### src/rtl/dmem_arbiter_pkg.sv
// rtl/dmem_arbiter_pkg.sv - shared FSM encoding and requester indices for dmem_arbiter
package dmem_arbiter_pkg;

    typedef enum logic [1:0] {
        IDLE   = 2'd0,
        ACCESS = 2'd1,
        RESP   = 2'd2
    } state_t;

    localparam logic REQ_CPU = 1'b0;
    localparam logic REQ_LDR = 1'b1;

endpackage

### src/rtl/dmem_arbiter_rr_arb2.sv
// rtl/dmem_arbiter_rr_arb2.sv - two-way round-robin arbiter with one-hot grant
module rr_arb2
    import dmem_arbiter_pkg::*;
(
    input  logic       clk,
    input  logic       reset,
    input  logic [1:0] req_i,
    input  logic       en_i,
    output logic [1:0] gnt_o
);

    logic last_q, last_d;

    always_comb begin
        gnt_o  = req_i;
        last_d = last_q;
        // On a tie the requester that did not win last time goes first
        if (req_i == 2'b11) begin
            gnt_o = (last_q == REQ_LDR) ? 2'b01 : 2'b10;
        end
        if (en_i && (req_i != 2'b00)) begin
            last_d = gnt_o[1];
        end
    end

    always_ff @(posedge clk) begin
        if (reset) begin
            last_q <= REQ_LDR;
        end else begin
            last_q <= last_d;
        end
    end

endmodule

### src/rtl/dmem_arbiter.sv
// rtl/dmem_arbiter.sv - two-requester data-memory arbiter, fixed 3-cycle transactions
// Optional address checking enabled by defining DMEM_ARB_CHK_EN.
module dmem_arbiter
    import dmem_arbiter_pkg::*;
#(
    parameter int AW    = 32,
    parameter int DW    = 32,
    parameter int WORDS = 64
) (
    input  logic          clk,
    input  logic          reset,
    input  logic          req0,
    input  logic          req1,
    input  logic          we0,
    input  logic          we1,
    input  logic [AW-1:0] a0,
    input  logic [AW-1:0] a1,
    input  logic [DW-1:0] wd0,
    input  logic [DW-1:0] wd1,
    output logic          ack0,
    output logic          ack1,
    output logic [DW-1:0] rd0,
    output logic [DW-1:0] rd1,
    output logic          err0,
    output logic          err1,
    output logic          mem_we,
    output logic [AW-1:0] mem_a,
    output logic [DW-1:0] mem_wd,
    input  logic [DW-1:0] mem_rd
);

`ifdef DMEM_ARB_CHK_EN
    localparam logic CHK_EN = 1'b1;
`else
    localparam logic CHK_EN = 1'b0;
`endif

    localparam logic [AW-1:0] WORDS_A = AW'(WORDS);

    state_t        state_q, state_d;
    logic          owner_q, owner_d;
    logic          we_q, we_d;
    logic          err_q, err_d;
    logic [AW-1:0] a_q, a_d;
    logic [DW-1:0] wd_q, wd_d;
    logic [DW-1:0] rd0_q, rd0_d;
    logic [DW-1:0] rd1_q, rd1_d;
    logic [1:0]    gnt;
    logic [AW-1:0] sel_a;
    logic          addr_bad;

    rr_arb2 u_rr (
        .clk   (clk),
        .reset (reset),
        .req_i ({req1, req0}),
        .en_i  (state_q == IDLE),
        .gnt_o (gnt)
    );

    assign sel_a    = gnt[1] ? a1 : a0;
    assign addr_bad = (sel_a[1:0] != 2'b00) || ({2'b00, sel_a[AW-1:2]} >= WORDS_A);

    always_comb begin
        state_d = state_q;
        owner_d = owner_q;
        we_d    = we_q;
        err_d   = err_q;
        a_d     = a_q;
        wd_d    = wd_q;
        rd0_d   = rd0_q;
        rd1_d   = rd1_q;
        case (state_q)
            IDLE: begin
                if (gnt != 2'b00) begin
                    state_d = ACCESS;
                    owner_d = gnt[1];
                    we_d    = gnt[1] ? we1 : we0;
                    a_d     = sel_a;
                    wd_d    = gnt[1] ? wd1 : wd0;
                    err_d   = CHK_EN & addr_bad;
                end
            end
            ACCESS: begin
                state_d = RESP;
                // Errored accesses leave the read registers untouched
                if (!we_q && !err_q) begin
                    if (owner_q == REQ_LDR) rd1_d = mem_rd;
                    else                    rd0_d = mem_rd;
                end
            end
            RESP:    state_d = IDLE;
            default: state_d = IDLE;
        endcase
    end

    always_ff @(posedge clk) begin
        if (reset) begin
            state_q <= IDLE;
            owner_q <= REQ_CPU;
            we_q    <= 1'b0;
            err_q   <= 1'b0;
            a_q     <= '0;
            wd_q    <= '0;
            rd0_q   <= '0;
            rd1_q   <= '0;
        end else begin
            state_q <= state_d;
            owner_q <= owner_d;
            we_q    <= we_d;
            err_q   <= err_d;
            a_q     <= a_d;
            wd_q    <= wd_d;
            rd0_q   <= rd0_d;
            rd1_q   <= rd1_d;
        end
    end

    // Reset gates the strobe combinationally so a write in flight never commits
    assign mem_we = (state_q == ACCESS) && we_q && !err_q && !reset;
    assign mem_a  = a_q;
    assign mem_wd = wd_q;
    assign ack0   = (state_q == RESP) && (owner_q == REQ_CPU);
    assign ack1   = (state_q == RESP) && (owner_q == REQ_LDR);
    assign err0   = ack0 && err_q;
    assign err1   = ack1 && err_q;
    assign rd0    = rd0_q;
    assign rd1    = rd1_q;

endmodule

### config.mk
export PLATFORM = sky130hd
export DESIGN_NAME = dmem_arbiter
export DESIGN_NICKNAME = d
export VERILOG_FILES = /design/src/rtl/dmem_arbiter_pkg.sv /design/src/rtl/dmem_arbiter_rr_arb2.sv /design/src/rtl/dmem_arbiter.sv
export SDC_FILE = /design/constraint.sdc
export NUM_CORES = 1
export LEC_CHECK = 0
export BUFFER_PORTS_ARGS = -buffer_cell sky130_fd_sc_hd__buf_2
export CAP_MARGIN = 10
export CELL_PAD_IN_SITES_DETAIL_PLACEMENT = 0
export CELL_PAD_IN_SITES_GLOBAL_PLACEMENT = 2
export CORE_MARGIN = 2
export CORE_UTILIZATION = 26
export CTS_CLUSTER_SIZE = 24
export DETAILED_ROUTE_END_ITERATION = 10
export PLACE_DENSITY_LB_ADDON = 0.1
export REMOVE_ABC_BUFFERS = 1
export SETUP_SLACK_MARGIN = 0.2
export SYNTH_ARGS = -nofsm -noshare
export SYNTH_HDL_FRONTEND = slang
export SYNTH_SLANG_ARGS = --single-unit
export TNS_END_PERCENT = 5
### constraint.sdc
create_clock -name clk -period 4.4 [get_ports clk]
set_clock_uncertainty 0.1 [all_clocks]
set_input_delay 0.66 -clock clk [delete_from_list [all_inputs] [get_ports clk]]
set_output_delay 0.66 -clock clk [all_outputs]
set_load 0.005 [all_outputs]
==> results_dict.tcl, run 1 <==
set metrics [dict create \
    status "complete, no violations" \
    dp_hpwl_mm 13.9 \
    drive_above_1_share 0.405 \
    dpl_cell_area_sq_mm 0.00721 \
    reg2reg_depth 4 \
    setup_ws_ps 2180 \
    grt_pass1_wl_mm 31.1 \
    initial_core_util 0.266 \
    min_from "rd1[12]" \
    setup_viol 0 \
    peakVddDrop_v 0.000214 \
    fin_cells 1223 \
    dp_cells 1188 \
    grt_pass1_vias 5715 \
    synth_seq_cells 133 \
    cts.clk_slew.worst_paths_ps 70 \
    hold_class "flop to flop" \
    synth_cells 674 \
    synth.distinct_cells 24 \
    gp_congestion 0.752 \
    critPathLaunchType "flop" \
    post_cts_resized 0 \
    cts_tree "built" \
    rrSetupSlack_ps 2180 \
    vias_per_cell 4.79 \
    synth_area_sq_mm 0.00563 \
    hold_depth 2 \
    finalHoldViolations 0 \
    path_class "flop to flop" \
    die_area_sq_mm 0.0228 \
    r2r_end "mem_a[19]" \
    reg2reg_from "u_rr.last_q" \
    avgSynthCellArea_sq_um 8.35 \
    coreArea_sq_mm 0.0212 \
    relSlewSlack 0.326 \
    ant_nets 0 \
    ys.warnings.count 0 \
    drt-total-wl_mm 21.0 \
    dp_slack_ps 1780 \
    io_buffers 296 \
    root_buffer "clkbuf_16" \
    layout_common_cells "295 x buf_2, 260 x nand2_1, 133 x dfxtp_1" \
    drc 0 \
    synthArstFlopShare 0 \
    grt_max_degree 133 \
    mostFrequentLayoutCell "buf_2" \
    final.period_utilization 0.504 \
    min_period_ps 2220 \
    first_iter_violations 205 \
    power.total_mw 3.40 \
    vias 5861 \
    cts_htree_levels 4 \
    cts_sinks 133 \
    leakage_nw 3.49 \
    cts_hold_buf 0 \
    slew_violations 0 \
    fin_nets 1098 \
    cap_violations 0 \
    yosysSeqAreaShare 0.473 \
    hold_slack_ps 352 \
    tightest_slew_ps 1010 \
    grt_usage 0.179 \
    synth_edf_count 0 \
    wire_per_inst_um 17.2 \
    cts_buffers 17 \
    cp_max_fo 44 \
    antenna_found_initial 3 \
    fin_area_sq_mm 0.00783 \
    endpoint_kind "flop" \
    arrival_ps 2430 \
    cts_buffer_depth 2 \
    hold_path_end "rd1[12]" \
    utilization 0.370 \
    dr.pass1.iters 5 \
    fmax_mhz 451 \
    area_growth_syn_to_layout_pct 39.1 \
    cp.required_ps 4620 \
    clk_latency_ps 420 \
    post-cts-setup-buffers 0 \
    synth-main-ff-cell "dfxtp_1" \
    num_rows 53 \
    rsz0062_at_grt "false" \
    die_height_um 151 \
    tns_ps 0 \
    pwr_density_cell_mw_per_mm2 435 \
    io_pins 299 \
    die_x_um 151 \
    overflow 0 \
]
[cells in the mapped netlist, types with 2 or more instances]
| master | n | area share |
|---|---|---|
| nor2b_1 | 2 | 0.0022 |
| a21bo_1 | 2 | 0.0036 |
| a311oi_1 | 26 | 0.040 |
| a311oi_2 | 39 | 0.10 |
| buf_2 | 31 | 0.028 |
| a21oi_1 | 130 | 0.12 |
| nor3b_1 | 2 | 0.0027 |
| dfxtp_1 | 133 | 0.47 |
| buf_4 | 4 | 0.0053 |
| buf_6 | 8 | 0.016 |
| nand2_1 | 260 | 0.17 |
| clkbuf_1 | 25 | 0.017 |
[where the power goes]
group	switching (mW)	internal [mW]	leakage (nW)
Clock	0.584	0.899	0.297
Combinational	0.323	0.239	2.11
Sequential	0.0552	1.30	1.09
Total	0.962	2.44	3.49
[state kept, by name, indices dropped and copies added, names as in the netlist]
register / flops
rd0: 32
owner_q: 1
rd1: 32
mem_wd: 32
state_q: 2
u_rr.last_q: 1
we_q: 1
mem_a: 32
[layer usage]
| metal | routed length (um) | global-route usage |
|---|---|---|
| met5 | 13 | 0 |
| met4 | 531 | 0.0738 |
| met3 | 2070 | 0.0741 |
| met2 | 9730 | 0.285 |
| met1 | 8640 | 0.213 |
[critical path, stage by stage (launching register included)]
cell and delay [ps]:
dfxtp_1 420, a21bo_2 790, buf_4 400, nand2_1 90
a311oi_1 270
[kinds of logic (layout without fill, tap and decap cells)]
group                  Yosys count  after routing  share of synthesized area
buffers and inverters           68            338                     0.0656
other                            1              5                   0.000666
and+or+nand+nor                273            273                      0.193
DFF                            133            133                      0.473
AOI/OAI and AO/OA              199            199                      0.268
[worst max path at each step]
stage / startpoint / endpoint / slack (ps)
2_1_floorplan: req0 / mem_a[0] / 680
3_5_place_dp: req1 / mem_a[31] / 1780
5_1_grt: u_rr.last_q / mem_a[19] / 2020
6_report: u_rr.last_q / mem_a[19] / 2180
4_1_cts: u_rr.last_q / mem_a[19] / 2160
3_3_place_gp: req1 / mem_a[14] / 1830
[area by class of cell]
class	count	area, sq um
Fill cell	2249	13300
Sequential cell	133	2660
Multi-Input combinational cell	474	2640
Timing Repair Buffer	306	1570
Clock buffer	18	429
Tap cell	275	344
Clock inverter	14	176
Antenna cell	3	7.51
Power figures use the tool's default switching activity.
==> inputs of run 2 (changes only) <==
--- a/config.mk
+++ b/config.mk
@@ -10,7 +10,7 @@
 export CELL_PAD_IN_SITES_DETAIL_PLACEMENT = 0
 export CELL_PAD_IN_SITES_GLOBAL_PLACEMENT = 2
 export CORE_MARGIN = 2
-export CORE_UTILIZATION = 26
+export CORE_UTILIZATION = 24
 export CTS_CLUSTER_SIZE = 24
 export DETAILED_ROUTE_END_ITERATION = 10
 export PLACE_DENSITY_LB_ADDON = 0.1
==> constraint.sdc (replaced) <==
create_clock -name clk -period 2.22 [get_ports clk]
set_clock_uncertainty 0.1 [all_clocks]
set_input_delay 0.333 -clock clk [delete_from_list [all_inputs] [get_ports clk]]
set_output_delay 0.333 -clock clk [all_outputs]
set_load 0.005 [all_outputs]
==> run 2 against run 1 <==
  * Final area is 2.2% higher
  * Flip-flop and latch count stayed put
  * First-iteration DRC count is 40% higher
  * Routed wire length is 1.4% higher
  * Sequential share of layout area is 0.73 points lower
  * Cell count is 4.1% higher
  * Global-route usage is 0.94 points lower
  * Clock power is 110% higher
  * Hold slack worse by 280 ps
==> results_dict.tcl, run 2 (same netlist as run 1, synthesis figures left out) <==
set metrics [dict create \
    overflow 0 \
    min_from "mem_rd[27]" \
    cpPeakStageDelay_ps 470 \
    peakVddDrop_v 0.000401 \
    num_rows 56 \
    slowest_stage "dfxtp_1" \
    relSlewSlack 0.600 \
    drc 0 \
    io_buffers 296 \
    cp.depth 3 \
    drt-total-wl_mm 21.3 \
    fmax_mhz 537 \
    endpoint_kind "output port" \
    cp.required_ps 1790 \
    rsz0062_at_grt "false" \
    crit_end "mem_we" \
    gp_congestion 0.728 \
    first_iter_violations 286 \
    mostFrequentLayoutCell "buf_2" \
    dr.pass1.iters 4 \
    setup_viol 0 \
    fin_nets 1103 \
    area_growth_syn_to_layout_pct 42.1 \
    cts_htree_levels 4 \
    reg2reg_depth 4 \
    die_height_um 157 \
    cts_tree "built" \
    reg2reg_from "state_q[1]" \
    root_buffer "clkbuf_16" \
    finalHoldViolations 0 \
    fin_cells 1273 \
    cts_hold_buf 0 \
    cp_max_fo 8 \
    hold_class "primary input to flop" \
    die_area_sq_mm 0.0247 \
    cts_buffers 17 \
    critPathLaunchType "flop" \
    grt_usage 0.169 \
    arrival_ps 1430 \
    critPathLaunch "state_q[0]" \
    wire_per_inst_um 16.7 \
    final-seq-area_sq_mm 0.00266 \
    dp_hpwl_mm 14.3 \
    tightest_slew_ps 599 \
    layout_common_cells "295 x buf_2, 260 x nand2_1, 133 x dfxtp_1" \
    leakage_nw 3.55 \
    cts_sinks 133 \
    path_class "flop to output port" \
    initial_core_util 0.242 \
    min_period_ps 1860 \
    dp_cells 1237 \
    cts.clk_slew.worst_paths_ps 60 \
    vias 5760 \
    path_cells "nor3b_1, and2_1, buf_2" \
    cap_violations 0 \
    n_fill_cell 2530 \
    critPathBufInv 1 \
    final.period_utilization 0.838 \
    die_x_um 157 \
    ant_nets 0 \
    grt_pass1_vias 5676 \
    multi_input_area_sq_mm 0.00264 \
    rrSetupSlack_ps 450 \
    grt_max_degree 102 \
    pwr_density_cell_mw_per_mm2 860 \
    drive_above_1_share 0.408 \
    clk_latency_ps 410 \
    coreArea_sq_mm 0.0233 \
    r2r_end "u_rr.last_q" \
    slew_violations 0 \
    status "complete, no violations" \
    cts_buffer_depth 2 \
    vias_per_cell 4.52 \
    grt_pass1_wl_mm 32.1 \
    io_pins 299 \
    path_delay_family "flip-flops" \
    hold_slack_ps 67.7 \
    antenna_found_initial 6 \
]
[run 2: cell types whose count changed in the layout (fill, tap and decap cells not counted)]
| cell | change |
|---|---|
| inv_6 | +1 |
| clkinv_2 | -1 |
| buf_12 | +4 |
| inv_8 | -1 |
| diode_2 | +1 |
| buf_6 | +1 |
| bufinv_16 | +1 |
[run 2: area by class of cell]
| class | count | share of cell area |
|---|---|---|
| Sequential cell | 133 | 0.333 |
| Tap cell | 319 | 0.0499 |
| Multi-Input combinational cell | 474 | 0.329 |
| Timing Repair Buffer | 311 | 0.208 |
| Clock inverter | 14 | 0.0249 |
| Antenna cell | 4 | 0.00125 |
| Clock buffer | 18 | 0.0537 |
[run 2: worst reg2reg max path, cell delays in order (launching register included)]
cell and delay [ps]:
dfxtp_1 420, nor2_4 160, buf_6 440, nand2_1 180
a221o_1 360
[run 2: where the power goes]
part	internal, mW	switching [mW]
combinational	0.502	0.649
sequential	2.58	0.109
clock	1.89	1.15
total	4.98	1.90
[run 2: timing repair]
action,in CTS,in global routing
setup buffers,0,0
setup endpoints to repair,0,13
resized for setup,0,1
[run 2: how the worst min path moves through the flow]
stage	end	slack [ps]	cells after the start
finish	rd1[27]	70	3
global placement	rd1[9]	340	2
floorplan	mem_a[0]	300	1
detailed placement	rd0[28]	340	2
CTS	rd1[4]	40	3
global route	rd1[26]	50	3
[run 2: layer usage]
metal	global-route usage	part of all wire
met1	0.202	0.43
met2	0.278	0.46
met3	0.0760	0.10
met4	0.0424	0.0092
met5	0	0.00033
[run 2: per-stage QoR]
stage,setup WS [ps],area [sq um],util,power (mW),TNS [ps]
2_1_floorplan,-1170,5260,-,3.27,-108650
3_3_place_gp,281,7360,0.316,3.90,0
3_5_place_dp,267,7360,0.316,3.92,0
4_1_cts,261,7980,0.343,7.00,0
5_1_grt,217,7990,0.343,7.24,0
6_report,359,8000,0.344,6.88,0
